--- src/rtl/stream_scoreboard.sv ---
// Multi-channel in-order scoreboard: expected words queue per channel and are
// compared against DUT words, with saturating counters and an end-of-test verdict.
module stream_scoreboard #(
    parameter int N_CHANNELS    = 2,
    parameter int DATA_WIDTH    = 8,
    parameter int DEPTH         = 16,
    parameter int CNT_WIDTH     = 16,
    parameter int DRAIN_TIMEOUT = 1024
) (
    input  logic                             pi_clk,
    input  logic                             pi_rst,
    input  logic                             pi_start,
    input  logic                             pi_end_of_test,
    input  logic [DATA_WIDTH-1:0]            pi_cmp_mask,
    input  logic [N_CHANNELS*DATA_WIDTH-1:0] pi_exp_data,
    input  logic [N_CHANNELS-1:0]            pi_exp_valid,
    output logic [N_CHANNELS-1:0]            po_exp_ready,
    input  logic [N_CHANNELS*DATA_WIDTH-1:0] pi_act_data,
    input  logic [N_CHANNELS-1:0]            pi_act_valid,
    output logic [N_CHANNELS*CNT_WIDTH-1:0]  po_match_cnt,
    output logic [N_CHANNELS*CNT_WIDTH-1:0]  po_mismatch_cnt,
    output logic [N_CHANNELS-1:0]            po_underflow,
    output logic [N_CHANNELS-1:0]            po_leftover,
    output logic                             po_first_err_valid,
    output logic [2:0]                       po_first_err_chan,
    output logic [DATA_WIDTH-1:0]            po_first_err_exp,
    output logic [DATA_WIDTH-1:0]            po_first_err_act,
    output logic                             po_busy,
    output logic                             po_done,
    output logic                             po_pass
);

    localparam int AW = $clog2(DEPTH);
    localparam int TW = $clog2(DRAIN_TIMEOUT) + 1;
    localparam logic [AW:0]           OCC_FULL   = (AW+1)'(DEPTH);
    localparam logic [AW:0]           OCC_ZERO   = {(AW+1){1'b0}};
    localparam logic [TW-1:0]         DRAIN_LAST = TW'(DRAIN_TIMEOUT - 1);
    localparam logic [CNT_WIDTH-1:0]  CNT_MAX    = {CNT_WIDTH{1'b1}};
    localparam logic [DATA_WIDTH-1:0] DATA_ZERO  = {DATA_WIDTH{1'b0}};

    typedef enum logic [1:0] {S_IDLE = 2'd0, S_CHECK = 2'd1, S_DRAIN = 2'd2, S_DONE = 2'd3} state_t;

    state_t                r_state, w_state_next;
    logic [DATA_WIDTH-1:0] r_mem      [N_CHANNELS][DEPTH];
    logic [AW-1:0]         r_wr_ptr   [N_CHANNELS];
    logic [AW-1:0]         r_rd_ptr   [N_CHANNELS];
    logic [AW:0]           r_occ      [N_CHANNELS];
    logic [CNT_WIDTH-1:0]  r_match    [N_CHANNELS];
    logic [CNT_WIDTH-1:0]  r_mismatch [N_CHANNELS];
    logic [N_CHANNELS-1:0] r_underflow, r_leftover;
    logic [DATA_WIDTH-1:0] r_mask, r_fe_exp, r_fe_act;
    logic                  r_fe_valid, r_busy, r_done, r_pass;
    logic [2:0]            r_fe_chan;
    logic [TW-1:0]         r_drain_cnt;

    logic [DATA_WIDTH-1:0] w_head [N_CHANNELS];
    logic [DATA_WIDTH-1:0] w_act  [N_CHANNELS];
    logic [N_CHANNELS-1:0] w_full, w_empty, w_push, w_pop, w_miss, w_uflow, w_left_next;
    logic                  w_active, w_clear, w_drain_exit, w_pass_next, w_err_any;
    logic [2:0]            w_err_chan;
    logic [DATA_WIDTH-1:0] w_err_exp, w_err_act;

    // Per-channel handshake, compare decode, verdict inputs and first-error priority.
    always_comb begin
        w_active    = (r_state == S_CHECK) || (r_state == S_DRAIN);
        w_clear     = pi_start && ((r_state == S_IDLE) || (r_state == S_DONE));
        w_pass_next = 1'b1;
        w_err_any   = 1'b0;
        w_err_chan  = 3'd0;
        w_err_exp   = DATA_ZERO;
        w_err_act   = DATA_ZERO;
        for (int c = 0; c < N_CHANNELS; c++) begin
            w_act[c]       = pi_act_data[c*DATA_WIDTH +: DATA_WIDTH];
            w_head[c]      = r_mem[c][r_rd_ptr[c]];
            w_full[c]      = (r_occ[c] == OCC_FULL);
            w_empty[c]     = (r_occ[c] == OCC_ZERO);
            w_push[c]      = (r_state == S_CHECK) && pi_exp_valid[c] && !w_full[c];
            w_pop[c]       = w_active && pi_act_valid[c] && !w_empty[c];
            w_miss[c]      = w_pop[c] && (((w_act[c] ^ w_head[c]) & r_mask) != DATA_ZERO);
            w_uflow[c]     = w_active && pi_act_valid[c] && w_empty[c];
            w_left_next[c] = (r_occ[c] > {{AW{1'b0}}, w_pop[c]});
            w_pass_next    = w_pass_next & (r_mismatch[c] == {CNT_WIDTH{1'b0}}) & ~w_miss[c]
                           & ~r_underflow[c] & ~w_uflow[c] & ~w_left_next[c];
        end
        // Scan downwards so the lowest failing channel is the one left standing.
        for (int c = N_CHANNELS - 1; c >= 0; c--) begin
            if (w_miss[c] || w_uflow[c]) begin
                w_err_any  = 1'b1;
                w_err_chan = 3'(c);
                w_err_exp  = w_miss[c] ? w_head[c] : DATA_ZERO;
                w_err_act  = w_act[c];
            end else begin
                w_err_any  = w_err_any;
            end
        end
        w_drain_exit = (&w_empty) || (r_drain_cnt == DRAIN_LAST);
    end

    // Next-state decode.
    always_comb begin
        w_state_next = r_state;
        case (r_state)
            S_IDLE:  w_state_next = pi_start       ? S_CHECK : S_IDLE;
            S_CHECK: w_state_next = pi_end_of_test ? S_DRAIN : S_CHECK;
            S_DRAIN: w_state_next = w_drain_exit   ? S_DONE  : S_DRAIN;
            S_DONE:  w_state_next = pi_start       ? S_CHECK : S_DONE;
            default: w_state_next = S_IDLE;
        endcase
    end

    // State register with registered busy/done decode.
    always_ff @(posedge pi_clk or posedge pi_rst) begin
        if (pi_rst) begin
            r_state <= S_IDLE;
            r_busy  <= 1'b0;
            r_done  <= 1'b0;
        end else begin
            r_state <= w_state_next;
            r_busy  <= (w_state_next == S_CHECK) || (w_state_next == S_DRAIN);
            r_done  <= (w_state_next == S_DONE);
        end
    end

    // Expected-word storage; no reset needed since occupancy gates every read.
    always_ff @(posedge pi_clk) begin
        for (int c = 0; c < N_CHANNELS; c++) begin
            if (w_push[c]) r_mem[c][r_wr_ptr[c]] <= pi_exp_data[c*DATA_WIDTH +: DATA_WIDTH];
        end
    end

    // FIFO pointers, counters, sticky flags, first-error capture and verdict.
    always_ff @(posedge pi_clk or posedge pi_rst) begin
        if (pi_rst) begin
            for (int c = 0; c < N_CHANNELS; c++) begin
                r_wr_ptr[c]   <= {AW{1'b0}};
                r_rd_ptr[c]   <= {AW{1'b0}};
                r_occ[c]      <= OCC_ZERO;
                r_match[c]    <= {CNT_WIDTH{1'b0}};
                r_mismatch[c] <= {CNT_WIDTH{1'b0}};
            end
            r_underflow <= {N_CHANNELS{1'b0}};
            r_leftover  <= {N_CHANNELS{1'b0}};
            r_mask      <= DATA_ZERO;
            r_fe_valid  <= 1'b0;
            r_fe_chan   <= 3'd0;
            r_fe_exp    <= DATA_ZERO;
            r_fe_act    <= DATA_ZERO;
            r_pass      <= 1'b0;
            r_drain_cnt <= {TW{1'b0}};
        end else if (w_clear) begin
            for (int c = 0; c < N_CHANNELS; c++) begin
                r_wr_ptr[c]   <= {AW{1'b0}};
                r_rd_ptr[c]   <= {AW{1'b0}};
                r_occ[c]      <= OCC_ZERO;
                r_match[c]    <= {CNT_WIDTH{1'b0}};
                r_mismatch[c] <= {CNT_WIDTH{1'b0}};
            end
            r_underflow <= {N_CHANNELS{1'b0}};
            r_leftover  <= {N_CHANNELS{1'b0}};
            r_mask      <= pi_cmp_mask;
            r_fe_valid  <= 1'b0;
            r_fe_chan   <= 3'd0;
            r_fe_exp    <= DATA_ZERO;
            r_fe_act    <= DATA_ZERO;
            r_pass      <= 1'b0;
            r_drain_cnt <= {TW{1'b0}};
        end else begin
            for (int c = 0; c < N_CHANNELS; c++) begin
                if (w_push[c]) r_wr_ptr[c] <= r_wr_ptr[c] + AW'(1);
                if (w_pop[c])  r_rd_ptr[c] <= r_rd_ptr[c] + AW'(1);
                case ({w_push[c], w_pop[c]})
                    2'b10:   r_occ[c] <= r_occ[c] + (AW+1)'(1);
                    2'b01:   r_occ[c] <= r_occ[c] - (AW+1)'(1);
                    default: r_occ[c] <= r_occ[c];
                endcase
                if (w_pop[c] && !w_miss[c] && (r_match[c] != CNT_MAX))
                    r_match[c] <= r_match[c] + CNT_WIDTH'(1);
                if (w_miss[c] && (r_mismatch[c] != CNT_MAX))
                    r_mismatch[c] <= r_mismatch[c] + CNT_WIDTH'(1);
            end
            r_underflow <= r_underflow | w_uflow;
            if (!r_fe_valid && w_err_any) begin
                r_fe_valid <= 1'b1;
                r_fe_chan  <= w_err_chan;
                r_fe_exp   <= w_err_exp;
                r_fe_act   <= w_err_act;
            end
            if ((r_state == S_DRAIN) && w_drain_exit) begin
                r_leftover <= w_left_next;
                r_pass     <= w_pass_next;
            end
            r_drain_cnt <= (r_state == S_DRAIN) ? r_drain_cnt + TW'(1) : {TW{1'b0}};
        end
    end

    // Output packing.
    always_comb begin
        po_match_cnt    = {(N_CHANNELS*CNT_WIDTH){1'b0}};
        po_mismatch_cnt = {(N_CHANNELS*CNT_WIDTH){1'b0}};
        for (int c = 0; c < N_CHANNELS; c++) begin
            po_match_cnt[c*CNT_WIDTH +: CNT_WIDTH]    = r_match[c];
            po_mismatch_cnt[c*CNT_WIDTH +: CNT_WIDTH] = r_mismatch[c];
            po_exp_ready[c] = (r_state == S_CHECK) && !w_full[c];
        end
    end

    assign po_underflow       = r_underflow;
    assign po_leftover        = r_leftover;
    assign po_first_err_valid = r_fe_valid;
    assign po_first_err_chan  = r_fe_chan;
    assign po_first_err_exp   = r_fe_exp;
    assign po_first_err_act   = r_fe_act;
    assign po_busy            = r_busy;
    assign po_done            = r_done;
    assign po_pass            = r_pass;

endmodule

--- config.mk ---
export PLATFORM = sky130hd
export DESIGN_NAME = stream_scoreboard
export DESIGN_NICKNAME = d
export VERILOG_FILES = /design/src/rtl/stream_scoreboard.sv
export SDC_FILE = /design/constraint.sdc
export NUM_CORES = 1
export LEC_CHECK = 0
export ABC_AREA = 0
export CELL_PAD_IN_SITES_DETAIL_PLACEMENT = 0
export CELL_PAD_IN_SITES_GLOBAL_PLACEMENT = 1
export CORE_MARGIN = 2
export CORE_UTILIZATION = 43
export CTS_CLUSTER_SIZE = 25
export DETAILED_ROUTE_END_ITERATION = 16
export GPL_TIMING_DRIVEN = 0
export PLACE_DENSITY_LB_ADDON = 0.1
export SLEW_MARGIN = 15
export SYNTH_ARGS = -nofsm -noshare
export SYNTH_HDL_FRONTEND = slang
export SYNTH_SLANG_ARGS = --single-unit
--- constraint.sdc ---
create_clock -name pi_clk -period 14.4 [get_ports pi_clk]
set_clock_uncertainty 0.2 [all_clocks]
set_input_delay 4.32 -clock pi_clk [delete_from_list [all_inputs] [get_ports pi_clk]]
set_output_delay 4.32 -clock pi_clk [all_outputs]
set_load 0.01 [all_outputs]
==> flow_summary.json <==
{
  "status": "finished, final reports clean",
  "regArea_um2": 11100,
  "ys.flop_type": "edfxtp_1",
  "ant_nets": 0,
  "syn-cell-area_um2": 17900,
  "post-cts-setup-buffers": 0,
  "cp_data_arrival_time_ns": 2.39,
  "post-route-drc-count": 0,
  "startpoint_type": "flop",
  "vias": 11400,
  "drtPass1Iterations": 5,
  "clock_path_buffers": 3,
  "async_reset_ff_share_pct": 34.7,
  "worstHoldPathType": "flop to flop",
  "die_height_um": 208,
  "fin_cells": 2073,
  "synth_edf_count": 256,
  "yosysTopAreaCell": "edfxtp_1",
  "drv_slew": 0,
  "ir_drop_mv": 0.107,
  "muxShareOfSynthArea_pct": 11.6,
  "powerDensity_nw_per_um2": 165,
  "synthAdderAreaFrac_pct": 2.32,
  "rsz0062_at_grt": "no",
  "dpl.cell_count": 1994,
  "fin_crit_ns": 6.91,
  "rows": 74,
  "grt_max_degree": 82,
  "hold_depth": 1,
  "initial_core_util_pct": 43.7,
  "worst_pin_slew_ns": 1.26,
  "yosys.area_share.xor_xnor_pct": 3.81,
  "max_freq_ghz": 0.145,
  "htreeDepth": 2,
  "end_kind": "output port",
  "die_x_um": 208,
  "synth_top_family_by_area": "simple AND/OR/NAND/NOR gates",
  "ys_seq_area_share_pct": 61.9,
  "grt_usage_pct": 22.9,
  "nets": 1588,
  "pre_cts_ws_ns": 6.93,
  "grt_pass1_wl_um": 73600,
  "p_leak_nw": 8.03,
  "synth_simple_gate_area_share_pct": 12.9,
  "setup_tns_ns": 0,
  "yosysMostFrequentCell": "edfxtp_1",
  "hold_violations": 0,
  "dr.first_iter.drc_count": 995,
  "worst_slack_ns": 7.49,
  "drv_cap": 0,
  "setup_viol": 0,
  "area_delta_synth_final_pct": 20.2,
  "syn_avg_cell_area_um2": 13.6,
  "whs_ns": 0.264,
  "clk_latency_ns": 0.58,
  "drive_above_1_share_pct": 12.9,
  "synth_compound_area_share_pct": 4.92,
  "grt_pass1_vias": 11400,
  "port_buffers": 138,
  "finalCritPeriodShare_pct": 48.0,
  "synthTopCellsByCount": "256 x edfxtp_1, 136 x dfrtp_1, 119 x nor2_1, 117 x nand2_1, 81 x mux2i_1",
  "cp.required_ns": 9.88,
  "slew_headroom_pct": 15.6,
  "holdBufCountCts": 0,
  "synth.distinct_cells": 76,
  "synth_top_area_share_pct": 42.9,
  "r2r-start": "r_rd_ptr[5]",
  "reg2reg_depth": 10,
  "clock_sinks": 392,
  "antenna_found_initial": 0,
  "critPathMaxFanout": 4,
  "cts-buffers-inserted": 44,
  "path_clk_slew_ns": 0.06,
  "cts_root_buf": "clkbuf_16",
  "vias_per_cell": 5.50,
  "multi_input_area_um2": 6400,
  "cts_tree": "built",
  "antenna_cells": 0,
  "synthCells": 1318,
  "ios": 141,
  "synth_seq_cells": 392,
  "die_area_um2": 43300,
  "critical_path_class": "flop to output port",
  "detailed_place_hpwl_um": 33500,
  "hold_path.startpoint": "r_drain_cnt[0]",
  "yosys_warnings": 0,
  "worstSetupStartpoint": "r_state[1]",
  "fillers": 3490,
  "netlist_top_cells_area": "edfxtp_1 43%, dfrtp_1 19%, mux4_2 5.8%",
  "coreArea_um2": 41000,
  "grt-ovfl-total": 0,
  "wl_um": 48500,
  "cts_resized": 0,
  "post_drt_wl_per_cell_um": 23.4,
  "gp_congestion": 0.821
}
-- cells by family after synthesis --
kind of cell    after synthesis
fa+ha+maj                    32
simple gates                452
flops                       392
mux                         148
other cells                   1
compound gates              121
buf+inv                      94
xor+xnor                     78
-- power by group --
group	switching [W]	internal, W	leakage (nW)
sequential	0.0000786	0.00129	4.16
combinational	0.000616	0.000410	3.14
clock	0.000471	0.000692	0.726
-- state kept, by name (all words and copies together), names as in the netlist --
register            cells
r_mem                 256
po_match_cnt           32
po_mismatch_cnt        32
r_drain_cnt            11
r_occ                  10
po_first_err_act        8
po_first_err_exp        8
r_mask                  8
r_rd_ptr                8
r_wr_ptr                8
po_leftover             2
po_underflow            2
r_state                 2
po_busy                 1
po_done                 1
po_first_err_chan       1
po_first_err_valid      1
po_pass                 1
-- per-layer routing --
metal / track usage (%) / vias up / wire (um)
li1: - / 5283 / -
met1: 33.7 / 5785 / 22900
met2: 35.7 / 289 / 22400
met3: 3.00 / 52 / 2250
met4: 6.30 / 0 / 916
met5: 0 / - / 0
-- critical path, stage by stage, from the launching register on --
cell and delay [ns]:
dfrtp_1 0.40, inv_1 0.09, ha_1 0.25, a21boi_0 0.44, clkdlybuf4s50_1 0.63
-- final cells by class --
class	instances	area share, %
Buffer	61	1.53
Inverter	33	0.610
Multi-Input combinational cell	833	29.7
Clock buffer	58	5.49
Clock inverter	21	1.39
Timing Repair Buffer	143	6.71
Sequential cell	392	51.5
Tap cell	532	3.09
-- placed cells by master (no fill, tap or decap), drive strengths merged, types with 34 or more instances in the layout --
| master | n |
|---|---|
| nor2 | 121 |
| edfxtp | 256 |
| nand3 | 37 |
| nand2 | 117 |
| clkbuf | 82 |
| dfrtp | 136 |
| clkdlybuf4s50 | 138 |
| mux2i | 81 |
| inv | 34 |
| buf | 42 |
| mux4 | 46 |
| xnor2 | 54 |
| and2 | 34 |
-- path summary, 6_finish.rpt --
| kind | slack (ns) | end |
|---|---|---|
| setup reg to reg | 10.22 | po_first_err_act[6] |
| min in group asynchronous | 3.95 | po_leftover[0] |
| hold / removal | 0.26 | r_drain_cnt[0] |
| setup / recovery | 7.49 | po_exp_ready[0] |
| max in group asynchronous | 9.25 | r_rd_ptr[4] |
| hold reg to reg | 0.26 | r_drain_cnt[0] |
-- per-stage QoR --
step,area (um^2),power [W],util (%)
2_1_floorplan,17900,0.00204,-
3_3_place_gp,20000,0.00241,48.7
3_5_place_dp,20100,0.00242,48.9
4_1_cts,21600,0.00359,52.5
5_1_grt,21600,0.00373,52.5
6_report,21600,0.00356,52.5
No activity file was read; power rests on OpenSTA's default activity.
